==> src/rtl/prog_sequencer.sv <==
// ---------------------------------------------------------------------------
// prog_sequencer
//   Holds a small program store and feeds its words, one instruction at a
//   time, to a simple multi-cycle processor. It supplies the T0 step-counter
//   clear, waits for the processor's Done strobe, and reports normal completion
//   or abort through sticky flags.
//
// Parameters
//   DW  instruction/data word width; the opcode is the top three bits
//   AW  program address width; the store holds 2**AW words
//
// Ports
//   Clock       rising-edge clock
//   Resetn      synchronous active-low reset (program store is retained)
//   LoadEn      program-store write strobe, honoured only while not Busy
//   LoadAddr    program-store write address
//   LoadData    program-store write data
//   LastAddr    address of the final program word, captured on Start
//   Start       begin execution at address 0 (ignored while Busy)
//   Done        instruction-complete strobe from the processor
//   DIN         word presented to the processor
//   Run         high while a program is executing
//   ProcResetn  active-low step-counter clear to the processor
//   PC          address of the current instruction
//   Busy        high in FETCH, IMM and WAIT
//   Finished    sticky: program ran to LastAddr
//   Error       sticky: program aborted
// ---------------------------------------------------------------------------
module prog_sequencer #(
   parameter int unsigned DW = 9,
   parameter int unsigned AW = 4
) (
   input  logic          Clock,
   input  logic          Resetn,
   input  logic          LoadEn,
   input  logic [AW-1:0] LoadAddr,
   input  logic [DW-1:0] LoadData,
   input  logic [AW-1:0] LastAddr,
   input  logic          Start,
   input  logic          Done,
   output logic [DW-1:0] DIN,
   output logic          Run,
   output logic          ProcResetn,
   output logic [AW-1:0] PC,
   output logic          Busy,
   output logic          Finished,
   output logic          Error
);

   localparam int unsigned DEPTH = 2 ** AW;
   localparam int unsigned SW    = 3;
   localparam int unsigned TW    = 3;
   localparam int unsigned OPW   = 3;

   localparam logic [SW-1:0] S_IDLE  = 3'd0;
   localparam logic [SW-1:0] S_FETCH = 3'd1;
   localparam logic [SW-1:0] S_IMM   = 3'd2;
   localparam logic [SW-1:0] S_WAIT  = 3'd3;
   localparam logic [SW-1:0] S_HALT  = 3'd4;

   localparam logic [OPW-1:0] OP_MVI   = 3'b001;
   // Value of the timeout counter during the 4th consecutive WAIT cycle
   localparam logic [TW-1:0]  TMO_LAST = 3'd3;
   localparam logic [AW-1:0]  ADDR_MAX = {AW{1'b1}};

   logic [DW-1:0]  mem [DEPTH];

   logic [SW-1:0]  state_q, state_d;
   logic [AW-1:0]  last_q, last_d;
   logic [TW-1:0]  tmo_q, tmo_d;
   logic [AW-1:0]  pc_d;
   logic           fin_d, err_d;
   logic           act_d;
   logic [DW-1:0]  din_d;

   logic           wr_en;
   logic [OPW-1:0] cur_op;
   logic [AW-1:0]  pc_plus1, pc_plus2;
   logic [AW-1:0]  din_addr;
   logic [DW-1:0]  din_word;

   // Writes are locked out while a program is executing
   assign wr_en    = LoadEn & ~Busy;
   assign cur_op   = mem[PC][DW-1 -: OPW];
   assign pc_plus1 = PC + AW'(1);
   assign pc_plus2 = PC + AW'(2);

   // Program store (no reset: contents survive Resetn)
   always_ff @(posedge Clock) begin
      if (wr_en) begin
         mem[LoadAddr] <= LoadData;
      end
   end

   // Next-state, PC and flag logic
   always_comb begin
      state_d = state_q;
      pc_d    = PC;
      last_d  = last_q;
      tmo_d   = tmo_q;
      fin_d   = Finished;
      err_d   = Error;

      case (state_q)
         S_IDLE, S_HALT: begin
            if (Start) begin
               state_d = S_FETCH;
               pc_d    = '0;
               last_d  = LastAddr;
               fin_d   = 1'b0;
               err_d   = 1'b0;
            end
         end

         S_FETCH: begin
            tmo_d = '0;
            if (cur_op == OP_MVI) begin
               // An mvi with no following immediate word cannot complete
               if ((PC == last_q) || (PC == ADDR_MAX)) begin
                  state_d = S_HALT;
                  err_d   = 1'b1;
               end else begin
                  state_d = S_IMM;
               end
            end else begin
               state_d = S_WAIT;
            end
         end

         S_IMM: begin
            if (Done) begin
               if (pc_plus1 == last_q) begin
                  state_d = S_HALT;
                  fin_d   = 1'b1;
               end else begin
                  state_d = S_FETCH;
                  pc_d    = pc_plus2;
               end
            end else begin
               state_d = S_HALT;
               err_d   = 1'b1;
            end
         end

         S_WAIT: begin
            if (Done) begin
               if (PC == last_q) begin
                  state_d = S_HALT;
                  fin_d   = 1'b1;
               end else begin
                  state_d = S_FETCH;
                  pc_d    = pc_plus1;
               end
            end else if (tmo_q == TMO_LAST) begin
               state_d = S_HALT;
               err_d   = 1'b1;
            end else begin
               tmo_d = tmo_q + TW'(1);
            end
         end

         default: begin
            state_d = S_IDLE;
         end
      endcase
   end

   // Word for the next cycle's DIN; bypasses a same-edge write so a Start
   // issued together with LoadEn sees the new contents in its first FETCH.
   always_comb begin
      act_d    = (state_d == S_FETCH) || (state_d == S_IMM) || (state_d == S_WAIT);
      din_addr = (state_d == S_IMM) ? (pc_d + AW'(1)) : pc_d;
      if (wr_en && (LoadAddr == din_addr)) begin
         din_word = LoadData;
      end else begin
         din_word = mem[din_addr];
      end
      din_d = act_d ? din_word : '0;
   end

   // State and registered outputs
   always_ff @(posedge Clock) begin
      if (!Resetn) begin
         state_q    <= S_IDLE;
         last_q     <= '0;
         tmo_q      <= '0;
         PC         <= '0;
         Finished   <= 1'b0;
         Error      <= 1'b0;
         DIN        <= '0;
         Run        <= 1'b0;
         ProcResetn <= 1'b0;
         Busy       <= 1'b0;
      end else begin
         state_q    <= state_d;
         last_q     <= last_d;
         tmo_q      <= tmo_d;
         PC         <= pc_d;
         Finished   <= fin_d;
         Error      <= err_d;
         DIN        <= din_d;
         Run        <= act_d;
         ProcResetn <= act_d;
         Busy       <= act_d;
      end
   end

endmodule

==> config.mk <==
export PLATFORM = sky130hd
export DESIGN_NAME = prog_sequencer
export DESIGN_NICKNAME = d
export VERILOG_FILES = /design/src/rtl/prog_sequencer.sv
export SDC_FILE = /design/constraint.sdc
export NUM_CORES = 1
export LEC_CHECK = 0
export CORE_MARGIN = 5
export CORE_UTILIZATION = 54
export CTS_CLUSTER_DIAMETER = 30
export DETAILED_ROUTE_END_ITERATION = 10
export PLACE_DENSITY = 0.88
export SLEW_MARGIN = 20
export SYNTH_ARGS = -nofsm -noshare
export SYNTH_HDL_FRONTEND = slang
export SYNTH_SLANG_ARGS = --single-unit
==> constraint.sdc <==
create_clock -name Clock -period 4 [get_ports Clock]
set_input_delay 0.4 -clock Clock [delete_from_list [all_inputs] [get_ports Clock]]
set_output_delay 0.4 -clock Clock [all_outputs]
set_load 0.01 [all_outputs]
==> results_dict.tcl <==
set metrics [dict create \
    hp-start "last_q[0]" \
    io_pins 40 \
    die_y_um 132 \
    fin_crit_sh_pct 93.2 \
    synth_top_area_share_pct 54.2 \
    maxClockFrequency_mhz 268 \
    root_buffer "clkbuf_16" \
    outcome "finished clean" \
    fill_cells 1102 \
    antenna_found_initial 0 \
    worstMarginPinSlew_ns 1.15 \
    htreeDepth 4 \
    worst-endpoint-arrival_ns 4.10 \
    synth_cell_type_count 78 \
    setup_violations 0 \
    ys_seq_area_share_pct 60.7 \
    crit_fanout 9 \
    dr.pass1.iters 7 \
    dp_hpwl_um 14700 \
    synth_nets 686 \
    cp-startpoint "PC[1]" \
    setup_tns_ns 0 \
    nets 744 \
    worstSetupPathType "flip-flop to flip-flop" \
    leakagePower_nw 3.18 \
    cts.sink_count 170 \
    maxSlewViolCount 0 \
    cts_made_buffers 17 \
    synthArstFlopShare_pct 0 \
    synth_top_family_by_area "simple AND/OR/NAND/NOR gates" \
    hold_viol 0 \
    gp_congestion 0.978 \
    min_path_type "flip-flop to flip-flop" \
    netlist_area_mm2 0.00798 \
    post_drt_wl_per_cell_um 23.9 \
    end_kind "flip-flop" \
    synth_edf_count 144 \
    grt_pass1_wl_um 33800 \
    grt_pass1_vias 6104 \
    p_total_mw 4.02 \
    core_mm2 0.0145 \
    grt.overflow.total 0 \
    via_per_inst 6.70 \
    die_area_mm2 0.0173 \
    io_buffers 39 \
    finClkSkew_ns 0.00856 \
    drt_iter0_drc 710 \
    fp.dieW_um 132 \
    antenna_left 0 \
    yosys.area_share.simple_pct 15.2 \
    cts_setup_buffers 0 \
    rsz0062_at_grt "no" \
    yosysMostFrequentCell "edfxtp_1" \
    power_density_mw_per_mm2 429 \
    grt_max_degree 31 \
    layout_setup_ws_ns 0.272 \
    synth_compound_area_share_pct 13.0 \
    ys_top_cells_by_area "edfxtp_1 (54%), dfxtp_1 (6.5%), o22ai_1 (3.8%)" \
    drc 0 \
    synth-seq-cells 170 \
    num_antenna_cells 0 \
    syn_to_final_growth_pct 17.6 \
    ir_drop_mv 0.345 \
    synthCells 659 \
    synth-xor-area-share_pct 1.79 \
    yosys_warnings 0 \
    r2r_start "PC[1]" \
    finalCriticalPeriod_ns 3.73 \
    required_ns 4.37 \
    clock_latency_ns 0.43 \
    max_cap_violations 0 \
    slew_headroom_pct 22.9 \
    synth.avg_cell_area_um2 12.1 \
    synth_common_cells "edfxtp_1 (144), nor2_1 (71), nand2_1 (56)" \
    synth_ff_type "edfxtp_1" \
    yosysTopAreaCell "edfxtp_1" \
    synth_adder_area_share_pct 0.784 \
    grtUsageTotal_pct 25.1 \
    final.hold.worst_slack_ns 0.495 \
    via_count 6125 \
    drive_gt1_share_pct 14.1 \
    initial_core_util_pct 54.9 \
    cts_max_path_buffers 2 \
    totalWireLength_um 21900 \
    start_kind "flip-flop" \
    cts_tree "built" \
    clk_pin_slew_ns 0.07 \
    synth_mux_area_share_pct 5.74 \
    num_rows 44 \
    pre_cts_slack_ns -0.0153 \
]
## report_power, final
part | leakage (nW) | total (mW) | internal [mW] | switching (mW)
clock | 0.281 | 1.62 | 0.885 | 0.731
combinational | 1.38 | 0.414 | 0.170 | 0.244
sequential | 1.51 | 1.99 | 1.96 | 0.0330
total | 3.18 | 4.02 | 3.01 | 1.01
## cell families after synthesis
kind of cell,after synthesis
AO/OA/AOI/OAI,146
XOR/XNOR,13
adder cells (fa/ha/maj),5
buffers and inverters,53
flip-flops,170
multiplexers,39
AND/OR/NAND/NOR,233
## sequential cells by signal, indices dropped and copies added (netlist names)
| signal | flops |
|---|---|
| last_q | 4 |
| PC | 4 |
| state_q | 3 |
| Finished | 1 |
| mem | 144 |
| Error | 1 |
| Busy | 1 |
| DIN | 9 |
| tmo_q | 3 |
## layer usage
layer / up-vias / routed length (µm) / track usage (%)
met5: - / 0 / 0
met4: 0 / 857 / 10.0
met3: 79 / 2080 / 6.08
met2: 402 / 10800 / 42.4
met1: 2964 / 8110 / 31.1
li1: 2680 / - / -
## layout by cell type, fill, tap and decap left out, types with 6 or more instances in the layout
| master | netlist | final |
|---|---|---|
| a221o_1 | 10 | 10 |
| dfxtp_1 | 26 | 23 |
| nand2_1 | 56 | 56 |
| a21oi_1 | 26 | 25 |
| clkbuf_16 | 0 | 17 |
| buf_4 | 2 | 38 |
| edfxtp_1 | 144 | 144 |
| o22ai_1 | 49 | 49 |
| nor3_1 | 7 | 7 |
| nor2_1 | 71 | 67 |
| a31oi_1 | 8 | 8 |
| inv_1 | 11 | 11 |
| nor2b_1 | 12 | 12 |
| xnor2_1 | 8 | 7 |
| o21ai_0 | 9 | 9 |
| mux2i_1 | 30 | 30 |
| inv_6 | 0 | 6 |
| clkdlybuf4s50_1 | 0 | 39 |
| or4_1 | 14 | 14 |
| nand3_1 | 11 | 11 |
| or3_1 | 19 | 19 |
## repair_timing
| item | 4_1_cts | 5_1_grt |
|---|---|---|
| hold buffers | 0 | 0 |
| setup endpoints to repair | 7 | 8 |
| gates resized for setup | 1 | 10 |
| hold endpoints to repair | 0 | 0 |
## worst max-delay path: stages (launching register included)
cell	delay, ns
dfxtp_4	0.38
ha_1	0.32
xor2_1	0.16
nor2_2	0.14
a31oi_1	0.14
o2bb2ai_1	0.23
nor3_4	0.22
inv_1	0.07
ha_1	0.31
xnor2_1	0.16
and4_1	0.22
a21oi_1	0.06
or2_2	0.35
or3_4	0.38
nor3_4	0.17
buf_4	0.19
a221o_1	0.17
## layout make-up
type                            count  area (µm²)  share of cell area, %
Clock buffer                       18         429                   4.58
Clock inverter                     14         153                   1.63
Inverter                           12        45.0                  0.480
Multi-Input combinational cell    436        2960                   31.6
Sequential cell                   170        4850                   51.7
Tap cell                          184         230                   2.45
Timing Repair Buffer               80         709                   7.56
## path summary, 6_finish.rpt
path	endpoint	slack, ns	cells after the start
worst min register to register	last_q[0]	0.49	2
worst max register to register	DIN[7]	0.27	16
worst max-delay path	DIN[7]	0.27	16
worst min-delay path	last_q[0]	0.49	2
## stage by stage
stage	std cells	area, µm²	util (%)
global route	914	9380	64.5
detailed placement	882	8770	60.3
finish	914	9380	64.5
CTS	914	9350	64.3
global placement	882	8760	60.3
floorplan	659	8000	-
(Power assumes the default switching activity.)
